==> src/rtl/ex_mem_forward.sv <==
// EX/MEM pipeline register with forwarding-select unit and load-use stall FSM.
// Latency: EX/MEM state is captured one edge after EX; the forward selects and the stall request are combinational from state and inputs.
// Backpressure: hold freezes every register and masks the stall request; flush turns the captured EX instruction into a bubble.
module ex_mem_forward #(
    parameter int NBITS = 32
) (
    input  logic             clk,
    input  logic             reset,
    input  logic [NBITS-1:0] ex_alu,
    input  logic [NBITS-1:0] ex_wrd,
    input  logic [4:0]       ex_addr_dest,
    input  logic [3:0]       ex_ctl,
    input  logic [4:0]       idex_rs,
    input  logic [4:0]       idex_rt,
    input  logic [4:0]       ifid_rs,
    input  logic [4:0]       ifid_rt,
    input  logic             hold,
    input  logic             flush,
    output logic [1:0]       forwardA,
    output logic [1:0]       forwardB,
    output logic [NBITS-1:0] ex_mem_ALU,
    output logic [NBITS-1:0] mem_wrd,
    output logic [4:0]       mem_addr_dest,
    output logic [3:0]       mem_ctl,
    output logic             load_use_stall,
    output logic [15:0]      stall_count
);

    // Control flag positions within ex_ctl / mem_ctl: {valid, regwrite, memread, memwrite}.
    localparam int CTL_VALID = 3;
    localparam int CTL_RW    = 2;
    localparam int CTL_MR    = 1;

    typedef enum logic {
        IDLE  = 1'b0,
        STALL = 1'b1
    } state_t;

    state_t     state;
    state_t     state_nxt;
    logic [4:0] wb_dest;
    logic       wb_regwrite;
    logic       wb_valid;
    logic       mem_fwd_ok;
    logic       wb_fwd_ok;
    logic       load_hit;

    // EX/MEM register: capture the EX instruction, bubbling its control on flush.
    always_ff @(posedge clk or negedge reset) begin
        if (!reset) begin
            ex_mem_ALU    <= '0;
            mem_wrd       <= '0;
            mem_addr_dest <= '0;
            mem_ctl       <= '0;
        end else if (!hold) begin
            ex_mem_ALU    <= ex_alu;
            mem_wrd       <= ex_wrd;
            mem_addr_dest <= ex_addr_dest;
            mem_ctl       <= flush ? 4'b0000 : ex_ctl;
        end
    end

    // MEM/WB tracking: only what the forwarding unit needs to recognise a WB-stage writer.
    always_ff @(posedge clk or negedge reset) begin
        if (!reset) begin
            wb_dest     <= '0;
            wb_regwrite <= 1'b0;
            wb_valid    <= 1'b0;
        end else if (!hold) begin
            wb_dest     <= mem_addr_dest;
            wb_regwrite <= mem_ctl[CTL_RW];
            wb_valid    <= mem_ctl[CTL_VALID];
        end
    end

    // A load in MEM has no data yet, so it never qualifies as an EX/MEM source; $0 is never forwarded.
    assign mem_fwd_ok = mem_ctl[CTL_VALID] & mem_ctl[CTL_RW] & ~mem_ctl[CTL_MR]
                      & (mem_addr_dest != 5'd0);
    assign wb_fwd_ok  = wb_valid & wb_regwrite & (wb_dest != 5'd0);

    // Operand selects: the younger EX/MEM result wins over the older WB result.
    always_comb begin
        forwardA = 2'b00;
        forwardB = 2'b00;
        if (mem_fwd_ok && (mem_addr_dest == idex_rs)) begin
            forwardA = 2'b10;
        end else if (wb_fwd_ok && (wb_dest == idex_rs)) begin
            forwardA = 2'b01;
        end
        if (mem_fwd_ok && (mem_addr_dest == idex_rt)) begin
            forwardB = 2'b10;
        end else if (wb_fwd_ok && (wb_dest == idex_rt)) begin
            forwardB = 2'b01;
        end
    end

    // A load in EX whose destination feeds the instruction in ID.
    assign load_hit = ex_ctl[CTL_VALID] & ex_ctl[CTL_MR] & ex_ctl[CTL_RW]
                    & (ex_addr_dest != 5'd0)
                    & ((ex_addr_dest == ifid_rs) | (ex_addr_dest == ifid_rt));

    // Stall FSM next state and request; STALL lasts one unheld cycle so a load cannot re-trigger.
    always_comb begin
        state_nxt      = state;
        load_use_stall = 1'b0;
        case (state)
            IDLE: begin
                if (reset && !hold && load_hit) begin
                    load_use_stall = 1'b1;
                    state_nxt      = STALL;
                end
            end
            STALL: begin
                if (!hold) begin
                    state_nxt = IDLE;
                end
            end
            default: state_nxt = IDLE;
        endcase
    end

    // Stall FSM state register.
    always_ff @(posedge clk or negedge reset) begin
        if (!reset) begin
            state <= IDLE;
        end else begin
            state <= state_nxt;
        end
    end

    // Saturating count of IDLE->STALL transitions.
    always_ff @(posedge clk or negedge reset) begin
        if (!reset) begin
            stall_count <= '0;
        end else if (load_use_stall && (stall_count != 16'hFFFF)) begin
            stall_count <= stall_count + 16'd1;
        end
    end

endmodule

==> config.mk <==
export PLATFORM = sky130hd
export DESIGN_NAME = ex_mem_forward
export DESIGN_NICKNAME = d
export VERILOG_FILES = /design/src/rtl/ex_mem_forward.sv
export SDC_FILE = /design/constraint.sdc
export NUM_CORES = 1
export LEC_CHECK = 0
export CAP_MARGIN = 20
export CORE_MARGIN = 5
export CORE_UTILIZATION = 42
export CTS_CLUSTER_DIAMETER = 150
export DETAILED_ROUTE_END_ITERATION = 10
export HOLD_SLACK_MARGIN = 0.15
export PLACE_DENSITY = 0.81
export SETUP_SLACK_MARGIN = 0.4
export SYNTH_ARGS = -nofsm -noshare
export SYNTH_HDL_FRONTEND = slang
export SYNTH_SLANG_ARGS = --single-unit
export TNS_END_PERCENT = 1
==> constraint.sdc <==
create_clock -name clk -period 2.7 [get_ports clk]
set_input_delay 0.81 -clock clk [delete_from_list [all_inputs] [get_ports clk]]
set_output_delay 0.81 -clock clk [all_outputs]
set_load 0.01 [all_outputs]
==> results of run 1 <==
==> layout make-up <==
type	count	share of cell area
clock buffers	13	0.0253
clock inverters	3	0.00356
inverters	3	0.00169
multi-input cells	191	0.269
flip-flops and latches	97	0.364
well taps	133	0.0249
repair buffers	219	0.312
==> routing by layer <==
layer,up-vias,GRT usage
met5,-,0
met4,0,0.0703
met3,17,0.0745
met2,118,0.326
met1,1582,0.213
li1,1486,-
==> cell families (layout without fill, tap and decap cells) <==
family / Yosys count / count (layout) / share of synthesized area
flip-flops: 97 / 97 / 0.577
multiplexers: 79 / 79 / 0.212
AND/OR/NAND/NOR: 60 / 60 / 0.0896
XOR/XNOR: 43 / 43 / 0.0896
buffers and inverters: 14 / 238 / 0.0155
AO/OA/AOI/OAI: 8 / 8 / 0.0134
adder cells (fa/ha/maj): 1 / 1 / 0.00298
==> registers in the layout, indices dropped and copies added (netlist names) <==
signal	cells
wb_dest	5
mem_ctl	4
mem_wrd	32
stall_count	16
ex_mem_ALU	32
wb_regwrite	1
wb_valid	1
state	1
mem_addr_dest	5
==> final timing paths <==
path | from | endpoint | cells after the start
max | mem_addr_dest[4] | forwardA[0] | 6
min | reset | stall_count[12] | 2
max reg2reg | stall_count[0] | stall_count[1] | 5
min reg2reg | mem_ctl[0] | mem_ctl[0] | 2
max in group asynchronous | reset | mem_wrd[3] | 4
min in group clk | mem_ctl[0] | mem_ctl[0] | 2
==> worst register-to-register path, cell delays in order, from the launching register on <==
cell and delay, ns:
dfrtp_1 0.44, ha_1 0.23, and3_1 0.24, nand3_1 0.21
o211a_4 0.33, mux2_2 0.36
==> cells in the mapped netlist (all sizes together) <==
library cell | number | area [um2]
o211ai | 1 | 7.51
nor4 | 3 | 18.8
or4 | 4 | 30.0
and3 | 6 | 37.5
nor3 | 3 | 15.0
nand4 | 7 | 56.3
nand4b | 1 | 23.8
o21ai | 5 | 25.0
nor4b | 1 | 15.0
ha | 1 | 12.5
nand2 | 16 | 60.1
nor2 | 3 | 13.8
xor2 | 13 | 114
clkbuf | 6 | 22.5
buf | 5 | 31.3
mux2 | 79 | 890
o22ai | 1 | 6.26
o211a | 1 | 17.5
nand3 | 11 | 75.1
nand2b | 4 | 25.0
and2 | 1 | 6.26
dfrtp | 97 | 2430
inv | 3 | 11.3
xnor2 | 30 | 263
==> per-stage QoR <==
step	setup TNS [ns]	std cells	instance area [um2]	setup slack, ns
after detailed placement	-3.51	642	6440	-0.771
after CTS	-0.550	658	6650	-0.207
after floorplan	0	302	4220	0.199
final	-0.442	659	6680	-0.143
after global routing	-0.900	659	6680	-0.237
after global placement	-3.18	642	6440	-0.717
==> timing repair <==
item	4_1_cts	5_1_grt
setup endpoints to repair	11	8
gates resized for setup	57	3
hold endpoints to repair	0	0
pin swaps	11	5
==> power by group <==
group	internal, mW	switching, mW
combinational	0.486	0.295
sequential	1.58	0.0708
clock	0.413	0.485
==> summary.md, run 1 <==
| Metric | Value |
|---|---|
| Outcome | `finished, violations left` |
| Violated checks | `setup timing` |
| Crit-path cells | `or4_4 -> o21ai_4 -> buf_6 -> nor4_4 -> nor4_2 -> buf_2` |
| Clock slew seen by the registers of the worst setup and hold paths | `0.10 ns` |
| Maximum buffer depth of the clock tree | `2` |
| Portion of the post-synthesis area used by sequential elements | `0.577` |
| Number of max-cap violations | `0` |
| Number of rows in the core area | `36` |
| Peak clock frequency supported by timing | `352 MHz` |
| Number of DRC markers after the initial detailed-route iteration | `77` |
| Total number of clock tree sinks | `97` |
| Synth Net Count | `400` |
| Nets | `619` |
| Cts hold-fix bufs | `0` |
| Crit share post-route | `1.05` |
| Worst skew pair latency | `0.36 ns` |
| Number of fillers in the final layout | `760` |
| Metal3 WL | `1020 um` |
| Peak VDD IR | `0.369 mV` |
| Overall routing resource usage | `0.190` |
| Areal power density over the cells | `498 nW/um2` |
| Slew headroom | `0.330` |
| Wire length of the first global-routing pass | `17700 um` |
| Combined area of the multi-input logic cells | `1790 um2` |
| Critical path's largest stage delay | `0.55 ns` |
| Synthesis-stage register bit count | `97` |
| Antenna-violating nets left | `0` |
| Register area | `2430 um2` |
| Maximum level of the CTS H-tree | `3` |
| Number of clock buffers inserted by TritonCTS | `9` |
| Share of layout cells above drive strength 1 | `0.291` |
| Total buffers and inverters traversed by the critical path | `2` |
| Critical path startpoint category | `register` |
| Fin util | `0.683` |
| Count of endpoints failing hold in the final timing report | `0` |
| WL met2 | `5840 um` |
| Die footprint | `12100 um2` |
| Antenna violations before repair | `0` |
| Critical-path maximum fanout | `2` |
| Commonest cells after routing, fill and taps aside | `clkdlybuf4s50_1, dfrtp_1, mux2_2` |
| Vias per cell | `4.86` |
| Clock root buffer | `clkbuf_8` |
| Antenna Cells | `0` |
| Final count of pins violating max slew | `0` |
| Clock period minus final worst setup slack | `2.84 ns` |
| Synthesized cell area | `4200 um2` |
| Critical Path Sink Type | `primary output` |
| Worst Tran Pin Value | `1.00 ns` |
| Number of warnings reported in the yosys synthesis log | `0` |
| Syn-to-layout area delta | `58.9%` |
| Final worst clock skew | `0.0162 ns` |
| Total grt overflow | `0` |
| Most common library cell in the layout ignoring fill and taps | `clkdlybuf4s50_1` |
| Crit-path leading delay family | `simple AND/OR/NAND/NOR gates` |
| Hold_ws | `0.347 ns` |
| WP data required | `1.89 ns` |
| Core ar. | `9770 um2` |
| Final setup margin | `-0.143 ns` |
| Top sig layer | `met4` |
| Die X-Extent | `110 um` |
| DRC violations left | `0` |
| Number of global-route vias before repair | `3544` |
| CP max stage cell | `or4_4` |
| P_leak | `2.82 nW` |
| Half-perimeter wire length of the detailed placement result | `8450 um` |
| Register-to-register setup slack | `0.80 ns` |
| Total length of routed wires | `11200 um` |
| Unique masters post-synth | `28` |
| Endpoints failing setup | `5` |
| Postcts setup bufs | `0` |
| Number of vias after detailed routing | `3203` |
| Routed wire length per instance | `17.1 um` |
| Unrepaired setup endpoints after global routing | `true` |
| Class of the most critical setup path | `register to primary output` |
| Class of the most critical hold timing path | `input pin to asynchronous set/reset pin` |
| Die Ht | `110 um` |
| First-pass iteration count of the detailed router | `4` |
| Gate count of the mapped netlist | `302` |
| Effective utilization at floorplan | `0.430` |
| Top Ports | `191` |
| WP data arrival | `2.03 ns` |
| CTS tree | `done` |
| Power, Total | `3.33 mW` |
| Mapped Avg Cell Area | `13.9 um2` |
| Port buffer count | `190` |
| Pin count of the biggest net entering global routing | `90` |
| Wl on met1 | `4150 um` |
| Last weighted congestion value of the routability-driven placer | `0.776` |
Power figures use the tool's default switching activity.
==> run 2, diff against run 1 <==
--- a/config.mk
+++ b/config.mk
@@ -5,14 +5,13 @@
 export SDC_FILE = /design/constraint.sdc
 export NUM_CORES = 1
 export LEC_CHECK = 0
+export ABC_CLOCK_PERIOD_IN_PS = 2700
 export CAP_MARGIN = 20
-export CORE_MARGIN = 5
 export CORE_UTILIZATION = 42
 export CTS_CLUSTER_DIAMETER = 150
 export DETAILED_ROUTE_END_ITERATION = 10
 export HOLD_SLACK_MARGIN = 0.15
 export PLACE_DENSITY = 0.81
-export SETUP_SLACK_MARGIN = 0.4
 export SYNTH_ARGS = -nofsm -noshare
 export SYNTH_HDL_FRONTEND = slang
 export SYNTH_SLANG_ARGS = --single-unit
==> run 2 against run 1 <==
The run still ends with setup timing left. Sequential cell count stayed put. Sequential share of layout area is 0.52 points lower. Hold slack better by 0.11 ns. Core utilization is 1.3 points higher. Critical path depth is 1 lower. Register-to-register slack worse by 0.21 ns. Global-route usage is 2.0 points higher. First-iteration DRC count is 6.5% lower. Sequential power hardly changed. Cell count is 1.4% higher. Count of clock-buffer cells in the layout is 3 lower.
==> summary.md, run 2 (synthesis results as in run 1) <==
| Metric | Value |
|---|---|
| Outcome | `finished, violations left` |
| Violated checks | `setup timing` |
| WP data arrival | `2.02 ns (about the same)` |
| Port buffer count | `190 (unchanged)` |
| Total number of clock tree sinks | `97 (unchanged)` |
| Last weighted congestion value of the routability-driven placer | `0.909 (+17%)` |
| Antenna violations before repair | `3 (+3)` |
| Hold_ws | `0.455 ns (+0.108 ns)` |
| WP data required | `1.89 ns (about the same)` |
| Critical-path maximum fanout | `2 (unchanged)` |
| Final setup margin | `-0.125 ns (+0.0178 ns)` |
| Die X-Extent | `102 um (-7.3%)` |
| Areal power density over the cells | `523 nW/um2 (+5.0%)` |
| Count of endpoints failing hold in the final timing report | `0 (unchanged)` |
| Area of all placed cells without fillers | `6770 um2 (+1.4%)` |
| Class of the most critical setup path | `input pin to primary output` |
| Met3 layer usage reported by global route | `0.0869 (+0.0123)` |
| Share of layout cells above drive strength 1 | `0.306 (+0.0155)` |
| P_leak | `2.94 nW (+4.4%)` |
| Unrepaired setup endpoints after global routing | `true` |
| Routed wire length per instance | `16.2 um (-4.9%)` |
| Worst skew pair latency | `0.36 ns (about the same)` |
| Worst Tran Pin Value | `1.05 ns (+0.0451 ns)` |
| Met1 track utilization from global routing | `0.235 (+0.0221)` |
| Number of max-cap violations | `0 (unchanged)` |
| Number of vias after detailed routing | `3187 (-0.50%)` |
| Cts hold-fix bufs | `0 (unchanged)` |
| Class of the most critical hold timing path | `input pin to asynchronous set/reset pin` |
| Syn-to-layout area delta | `61.1%` |
| Total grt overflow | `0 (unchanged)` |
| DRC violations left | `0 (unchanged)` |
| Vias per cell | `4.77 (-1.8%)` |
| Pin count of the biggest net entering global routing | `86 (-4.4%)` |
| GRT Max-Usage Layer | `met2` |
| Effective utilization at floorplan | `0.432 (+0.00199)` |
| Half-perimeter wire length of the detailed placement result | `7960 um (-5.8%)` |
| Commonest cells after routing, fill and taps aside | `clkdlybuf4s50_1, dfrtp_1, mux2_2` |
| Fin util | `0.696 (+0.0127)` |
| Endpoints failing setup | `5 (unchanged)` |
| Nets | `625 (+0.97%)` |
| Die Ht | `102 um (-7.3%)` |
| Wire length of the first global-routing pass | `16400 um (-7.4%)` |
| Crit share post-route | `1.05 (-0.00660)` |
| Number of DRC markers after the initial detailed-route iteration | `72 (-6.5%)` |
| Total placed instance area | `6440 um2 (about the same)` |
| Peak clock frequency supported by timing | `354 MHz (+0.63%)` |
| Top Ports | `191 (unchanged)` |
| Number of global-route vias before repair | `3329 (-6.1%)` |
| Total length of routed wires | `10800 um (-3.6%)` |
| Maximum level of the CTS H-tree | `3 (unchanged)` |
| Die footprint | `10400 um2 (-14%)` |
| Clock root buffer | `clkbuf_8` |
| Overall routing resource usage | `0.210 (+0.0198)` |
| Core ar. | `9730 um2 (-0.46%)` |
| Peak VDD IR | `0.364 mV (-1.3%)` |
| Critical path startpoint category | `input pin` |
| Number of clock buffers inserted by TritonCTS | `9 (unchanged)` |
| Largest registers | `ex_mem_ALU: 32 flops, mem_wrd: 32 flops, stall_count: 16 flops` |
| Global routing met2 resource utilization | `0.361 (+0.0350)` |
| Power, Total | `3.54 mW (+6.5%)` |
| Maximum buffer depth of the clock tree | `2 (unchanged)` |
| Antenna-violating nets left | `0 (unchanged)` |
| Slew headroom | `0.300 (-0.0301)` |
| Final worst clock skew | `0.00732 ns (-0.00886 ns)` |
| Worst slack at placement | `-0.773 ns (-0.00153 ns)` |
| Number of rows in the core area | `36 (unchanged)` |
| First-pass iteration count of the detailed router | `4 (unchanged)` |
| Critical Path Sink Type | `primary output` |
| Most common library cell in the layout ignoring fill and taps | `clkdlybuf4s50_1` |
| Clock period minus final worst setup slack | `2.83 ns (-0.0178 ns)` |
| CTS tree | `done` |
| Final count of pins violating max slew | `0 (unchanged)` |
| Clock slew seen by the registers of the worst setup and hold paths | `0.09 ns (about the same)` |
-- run 2: cell count changes in the layout (fill, tap and decap cells not counted), moves of 3 or more --
cell / delta
bufinv_16: +3
clkdlybuf4s50_1: -8
buf_4: +7
clkinv_2: +3
dlymetal6s2s_1: +6
diode_2: +3
-- run 2: final timing paths --
kind	startpoint	end	slack, ns	cells after the start
worst max-delay path	idex_rt[0]	forwardB[1]	-0.13	5
worst min-delay path	reset	mem_wrd[22]	0.45	2
worst max register to register	state	stall_count[12]	0.59	10
worst min register to register	mem_ctl[0]	mem_ctl[0]	0.50	2
max in group asynchronous	reset	mem_wrd[3]	1.05	3
min in group clk	mem_ctl[0]	mem_ctl[0]	0.50	2
-- run 2: routing by layer --
metal	wire, um	share of wire
met5	0	0
met4	155	0.014
met3	928	0.086
met1	4230	0.39
met2	5520	0.51
-- run 2: power by group --
part           switching (mW)  total, mW  leakage, nW  internal, mW
clock                   0.483       1.12        0.126         0.636
sequential             0.0683       1.64         1.18          1.58
combinational           0.291      0.779         1.64         0.488
total                   0.842       3.54         2.94          2.70
-- run 2: stage by stage --
stage | std cells | TNS, ns
after floorplan | 302 | 0
after global placement | 644 | -3.23
after detailed placement | 644 | -3.52
after CTS | 665 | -0.512
after global routing | 667 | -1.01
final | 668 | -0.414
-- run 2: layout make-up --
type                    count  area, um2
multi-input cells         191       1800
repair buffers            225       2120
well taps                 133        166
clock inverters             6        105
flip-flops and latches     97       2430
fillers                   745       2960
inverters                   3       11.3
diodes                      3       7.51
clock buffers              10        138
-- run 2: what timing repair did --
action / CTS / global route
gates resized for setup: 60 / 20
buffers inserted: 5 / 1
pin swaps: 11 / 14
endpoints found under the setup margin: 5 / 7
-- run 2: critical path, stage by stage --
cell	delay [ns]
dlygate4sd2_1	0.28
xnor2_1	0.15
nand3_1	0.10
nor4_2	0.40
clkdlybuf4s15_2	0.28
